`config.mk`:
```
export PLATFORM = sky130hd
export DESIGN_NAME = fpu_op_sequencer
export DESIGN_NICKNAME = d
export VERILOG_FILES = /design/src/rtl/fpu_op_sequencer.sv
export SDC_FILE = /design/constraint.sdc
export NUM_CORES = 1
export LEC_CHECK = 0
export BUFFER_PORTS_ARGS = -buffer_cell sky130_fd_sc_hd__buf_2
export CAP_MARGIN = 20
export CORE_MARGIN = 4
export CORE_UTILIZATION = 51
export CTS_CLUSTER_SIZE = 40
export DETAILED_ROUTE_END_ITERATION = 10
export PLACE_DENSITY = 0.83
export SYNTH_ARGS = -nofsm -noshare
export SYNTH_HDL_FRONTEND = slang
export SYNTH_SLANG_ARGS = --single-unit
```
`constraint.sdc`:
```
create_clock -name clk -period 2.7 [get_ports clk]
set_clock_uncertainty 0.1 [all_clocks]
set_input_delay 0 -clock clk [delete_from_list [all_inputs] [get_ports clk]]
set_output_delay 0 -clock clk [all_outputs]
set_load 0.005 [all_outputs]
```
`src/rtl/fpu_op_sequencer.sv`:
```
// Request FIFO plus a single-issue sequencer that holds FP ALU operands for a
// per-opcode settle time, then returns the captured result on a tagged response.
//
// state | meaning
// IDLE  | waiting for a queued request; pops the head when one is present
// DRIVE | ALU inputs held; cnt counts down the remaining settle cycles
// RESP  | response presented; held stable until the consumer takes it
module fpu_op_sequencer #(
  parameter int DEPTH   = 4,
  parameter int TAG_W   = 4,
  parameter int ADD_LAT = 2,
  parameter int MIN_LAT = 1,
  parameter int MUL_LAT = 3,
  parameter int DIV_LAT = 8,
  parameter int XOR_LAT = 1
) (
  input  logic             clk,
  input  logic             rst,
  input  logic             req_valid,
  output logic             req_ready,
  input  logic [2:0]       req_op,
  input  logic [31:0]      req_a,
  input  logic [31:0]      req_b,
  input  logic [TAG_W-1:0] req_tag,
  output logic [31:0]      alu_a,
  output logic [31:0]      alu_b,
  output logic [2:0]       alu_sel,
  input  logic [31:0]      alu_out,
  output logic             rsp_valid,
  input  logic             rsp_ready,
  output logic [31:0]      rsp_data,
  output logic [TAG_W-1:0] rsp_tag,
  output logic             rsp_err,
  output logic             busy
);

  localparam int PTR_W = $clog2(DEPTH);
  localparam int CNT_W = $clog2(DEPTH + 1);

  typedef enum logic [1:0] {
    IDLE  = 2'd0,
    DRIVE = 2'd1,
    RESP  = 2'd2
  } state_t;

  state_t state, state_nxt;

  logic [2:0]       fifo_op  [DEPTH];
  logic [31:0]      fifo_a   [DEPTH];
  logic [31:0]      fifo_b   [DEPTH];
  logic [TAG_W-1:0] fifo_tag [DEPTH];

  logic [PTR_W-1:0] wr_ptr, rd_ptr;
  logic [CNT_W-1:0] count;
  logic [3:0]       cnt;

  logic             full, empty, push, pop;
  logic [2:0]       head_op;
  logic [31:0]      head_a, head_b;
  logic [TAG_W-1:0] head_tag;
  logic             head_legal;

  function automatic logic [3:0] lat_m1(input logic [2:0] op);
    case (op)
      3'd0:    lat_m1 = 4'(ADD_LAT - 1);
      3'd1:    lat_m1 = 4'(MIN_LAT - 1);
      3'd2:    lat_m1 = 4'(MUL_LAT - 1);
      3'd3:    lat_m1 = 4'(DIV_LAT - 1);
      3'd4:    lat_m1 = 4'(XOR_LAT - 1);
      default: lat_m1 = 4'd0;
    endcase
  endfunction

  assign full       = (count == CNT_W'(DEPTH));
  assign empty      = (count == '0);
  assign req_ready  = !full;
  assign push       = req_valid && !full;
  assign head_op    = fifo_op[rd_ptr];
  assign head_a     = fifo_a[rd_ptr];
  assign head_b     = fifo_b[rd_ptr];
  assign head_tag   = fifo_tag[rd_ptr];
  assign head_legal = (head_op <= 3'd4);
  assign busy       = (state != IDLE) || !empty;

  always_comb begin
    state_nxt = state;
    pop       = 1'b0;
    case (state)
      IDLE: begin
        if (!empty) begin
          pop       = 1'b1;
          state_nxt = head_legal ? DRIVE : RESP;
        end
      end
      DRIVE: begin
        if (cnt == 4'd0) state_nxt = RESP;
      end
      RESP: begin
        if (rsp_valid && rsp_ready) state_nxt = IDLE;
      end
      default: state_nxt = IDLE;
    endcase
  end

  always_ff @(posedge clk) begin
    if (rst) state <= IDLE;
    else     state <= state_nxt;
  end

  // Entry storage carries no reset; only pointers and count define validity.
  always_ff @(posedge clk) begin
    if (push) begin
      fifo_op[wr_ptr]  <= req_op;
      fifo_a[wr_ptr]   <= req_a;
      fifo_b[wr_ptr]   <= req_b;
      fifo_tag[wr_ptr] <= req_tag;
    end
  end

  always_ff @(posedge clk) begin
    if (rst) begin
      wr_ptr <= '0;
      rd_ptr <= '0;
      count  <= '0;
    end else begin
      if (push) wr_ptr <= wr_ptr + PTR_W'(1);
      if (pop)  rd_ptr <= rd_ptr + PTR_W'(1);
      case ({push, pop})
        2'b10:   count <= count + CNT_W'(1);
        2'b01:   count <= count - CNT_W'(1);
        default: count <= count;
      endcase
    end
  end

  always_ff @(posedge clk) begin
    if (rst) begin
      alu_a     <= '0;
      alu_b     <= '0;
      alu_sel   <= '0;
      cnt       <= '0;
      rsp_valid <= 1'b0;
      rsp_data  <= '0;
      rsp_tag   <= '0;
      rsp_err   <= 1'b0;
    end else begin
      case (state)
        IDLE: begin
          if (pop) begin
            rsp_tag <= head_tag;
            if (head_legal) begin
              alu_a   <= head_a;
              alu_b   <= head_b;
              alu_sel <= head_op;
              cnt     <= lat_m1(head_op);
            end else begin
              // Illegal opcodes bypass the ALU entirely and leave its inputs alone.
              rsp_data  <= '0;
              rsp_err   <= 1'b1;
              rsp_valid <= 1'b1;
            end
          end
        end
        DRIVE: begin
          if (cnt == 4'd0) begin
            rsp_data  <= alu_out;
            rsp_err   <= 1'b0;
            rsp_valid <= 1'b1;
          end else begin
            cnt <= cnt - 4'd1;
          end
        end
        RESP: begin
          if (rsp_valid && rsp_ready) rsp_valid <= 1'b0;
        end
        default: ;
      endcase
    end
  end

endmodule

```
==> run metrics <==
run status finished clean; TritonCTS sink count roughly 400; setup TNS after final layout 0 ps; final non-filler cell total 1619; crit path kind reg -> reg; number of placement rows 62; share of the synthesized area in compound gates (AO/OA/AOI/OAI) 7.92%; Top Usage Layer GRT met2; total overflow reported by the global router 0; Die Outline Area 31700 um^2; routed wire length ~34000 um; number of inserted filler cells in the final layout ~1800; GR Layer Usage met3 approximately 4%; post-synthesis adder-cell area fraction 0.644%; I/O pin count 214; All-Layer GR Usage 21.2%; register area share after synthesis between 70% and 80%; setup slack of the most critical reg-to-reg path about 160 ps; net count reported at finish 1315; first-pass GRT wire length 52500 um; number of distinct library cell variants in the gate-level netlist after synthesis 43; port buffer count ~210; Maximum Capacitance Violations 0; number of nets in the synthesized netlist 993; global routing met2 resource utilization 36.3%; number of slew-limit violations in the final report 0; share of synthesized flip-flops with an asynchronous set or reset 0%; slew at the pin closest to its max-slew limit 773 ps; worst-path maximum fanout 6; Die W 178 um; Post-Syn Area 14800 um^2; vias in the first global route 9500; setup repair after global routing missed its margin no; class of the tightest hold or removal check in -> reg; remaining antenna violation count 0; sort of element at the end of the critical path register; residual DRC count 0; Avg Vias per Cell roughly 5.7; average instance area after synthesis 16.8 um^2; Post-DP HPWL 19100 um; deepest clock path buffer count 3; achievable frequency ~0.4 GHz; maximum number of pins on one net before global-route repair 74; Setup crit start kind register; initial antenna violation count 3; clock network latency to the later pin of the worst-skew pair 520 ps; starting DRC count in detailed routing 656; vertical die dimension 178 um; main combinational cell family by area after synthesis multiplexers; Relative slew margins 48.4%; Min Clock Period, post-route 2540 ps; synthesized-area fraction occupied by xor and xnor cells less than 1%; final period utilization between 90% and 100%; number of hold violations in the final report 0; share of layout cells above drive strength 1 31.9%; VDD IR-drop max 0.798 mV; met1 Use GR 27.2%; power per unit of standard cell area 1000 nW/um^2; root buffer cell sky130_fd_sc_hd__clkbuf_16; CTS tree built; count of state elements after synthesis 404; number of warnings reported in the yosys synthesis log 0; clock slew at reported path FFs about 60 ps; level count of the clock H-tree 2; placeable core area 28600 um^2; drt pass-1 iters 5; Data arrival, critical path 2880 ps; end-of-flow core utilization 66.0%; reported leakage power 6.78 nW; initial cell density of the core 51.6%; dominant synthesized flop cell sky130_fd_sc_hd__edfxtp_1; mux contribution to synthesized area 10.9%; final routed wire length divided by cell count 21.1 um; EDFF count, synth 284; clock buffer count from CTS 41; Final Cell Area ~19000 um^2; RePlAce Congestion around 0.75; placed cell count 1436; area grow syn2layout 28.1%; vias 9164; number of cells produced by synthesis 879; basic-gate share of the synthesized area counting and, or, nand and nor cells a little over 4%; placed cell areas 16400 um^2; required time of the critical path 3040 ps; Setup Viol. Count Final 0; post-route total power between 15 and 20 mW
==> state kept, by name (all words and copies together) (netlist names), 3 cells and up, named ones only <==
signal	flops
fifo_a	128
fifo_b	128
alu_a	32
alu_b	32
rsp_data	32
fifo_tag	16
fifo_op	12
cnt	4
rsp_tag	4
alu_sel	3
count	3
==> routing by layer <==
layer | vias to the layer above | share of wire, %
li1 | 4123 | -
met1 | 4560 | 38
met2 | 400 | 51
met3 | 77 | 7.6
met4 | 4 | 3.2
met5 | - | 0.076
==> cells by family after synthesis <==
group / Yosys count
and+or+nand+nor: 121
AOI/OAI and AO/OA: 192
buffers and inverters: 78
xor gates and xnor gates: 6
muxes: 71
DFF: 404
adders and majority gates: 7
==> timing repair <==
item                                    in CTS  in global routing
gates resized for setup                      0                  1
hold buffers                               106                  0
hold endpoints to repair                   392                  0
endpoints found under the setup margin       0                  1
buffers inserted                             0                  0
==> synth_stat cells, types with 2 or more instances <==
master | number | area [um^2]
sky130_fd_sc_hd__nor2b_1 | 3 | 18.8
sky130_fd_sc_hd__dfxtp_1 | 120 | 2400
sky130_fd_sc_hd__nor3_1 | 4 | 20.0
sky130_fd_sc_hd__nand2b_1 | 3 | 18.8
sky130_fd_sc_hd__o32ai_1 | 2 | 17.5
sky130_fd_sc_hd__nor2_1 | 14 | 52.6
sky130_fd_sc_hd__and3_1 | 4 | 25.0
sky130_fd_sc_hd__edfxtp_1 | 284 | 8530
sky130_fd_sc_hd__a31oi_1 | 2 | 12.5
sky130_fd_sc_hd__nand3_1 | 67 | 335
sky130_fd_sc_hd__a21oi_1 | 79 | 395
sky130_fd_sc_hd__buf_2 | 8 | 40.0
sky130_fd_sc_hd__xor2_1 | 3 | 26.3
sky130_fd_sc_hd__inv_1 | 11 | 41.3
sky130_fd_sc_hd__mux4_2 | 70 | 1580
sky130_fd_sc_hd__a32o_1 | 32 | 320
sky130_fd_sc_hd__a211oi_1 | 2 | 15.0
sky130_fd_sc_hd__ha_1 | 6 | 75.1
sky130_fd_sc_hd__o21ai_0 | 68 | 340
sky130_fd_sc_hd__nand2_1 | 15 | 56.3
sky130_fd_sc_hd__nor3b_1 | 2 | 15.0
sky130_fd_sc_hd__xnor2_1 | 3 | 26.3
sky130_fd_sc_hd__clkbuf_1 | 57 | 214
==> per-stage QoR <==
stage          setup slack [ps]  hold WS, ps
2_1_floorplan              42.4        -1.13
3_3_place_gp                275          109
3_5_place_dp                162          113
4_1_cts                     126          113
5_1_grt                    27.9          125
6_report                    162          130
==> layout by cell type, fill, tap and decap left out, types with 4 or more instances in the layout <==
cell	n
sky130_fd_sc_hd__clkbuf_1	9
sky130_fd_sc_hd__mux4_2	70
sky130_fd_sc_hd__nand2_1	15
sky130_fd_sc_hd__inv_1	10
sky130_fd_sc_hd__buf_12	9
sky130_fd_sc_hd__a32o_1	32
sky130_fd_sc_hd__edfxtp_1	284
sky130_fd_sc_hd__nor2_1	14
sky130_fd_sc_hd__clkbuf_16	43
sky130_fd_sc_hd__nor3_1	4
sky130_fd_sc_hd__dfxtp_1	118
sky130_fd_sc_hd__dlygate4sd3_1	106
sky130_fd_sc_hd__and3_4	4
sky130_fd_sc_hd__ha_1	6
sky130_fd_sc_hd__clkinv_2	7
sky130_fd_sc_hd__o21ai_0	68
sky130_fd_sc_hd__buf_2	212
sky130_fd_sc_hd__bufinv_16	4
sky130_fd_sc_hd__clkbuf_8	10
sky130_fd_sc_hd__buf_4	18
sky130_fd_sc_hd__a21oi_1	79
sky130_fd_sc_hd__nand3_1	67
==> final timing paths <==
check | start | end | cells after the start
setup / recovery | count[2] | count[2] | 9
hold / removal | req_a[3] | fifo_a[2][3] | 2
setup reg to reg | count[2] | count[2] | 9
hold reg to reg | rsp_tag[3] | rsp_tag[3] | 2
==> final cells by class <==
type | instances | area (um^2) | share of cell area, %
Sequential cell | 404 | 10900 | 57.9
Tap cell | 384 | 480 | 2.54
Clock buffer | 62 | 1250 | 6.60
Antenna cell | 1 | 2.50 | 0.0132
Multi-Input combinational cell | 397 | 3570 | 18.9
Clock inverter | 14 | 180 | 0.953
Timing Repair Buffer | 345 | 2440 | 12.9
Inverter | 12 | 45.0 | 0.238
==> critical path: stages (launching register included) <==
cell	delay [ps]
sky130_fd_sc_hd__dfxtp_1	370
sky130_fd_sc_hd__or3b_4	430
sky130_fd_sc_hd__and2_1	200
sky130_fd_sc_hd__inv_1	90
sky130_fd_sc_hd__ha_1	210
sky130_fd_sc_hd__inv_1	70
sky130_fd_sc_hd__fa_1	380
sky130_fd_sc_hd__xor2_1	160
sky130_fd_sc_hd__or3_1	320
sky130_fd_sc_hd__a21oi_1	150
==> report_power, final <==
group / leakage [nW] / internal, mW / switching [mW]
Sequential: 3.58 / 7.71 / 0.560
Clock: 0.705 / 3.58 / 2.26
Combinational: 2.49 / 2.06 / 2.80
Power figures use the tool's default switching activity.
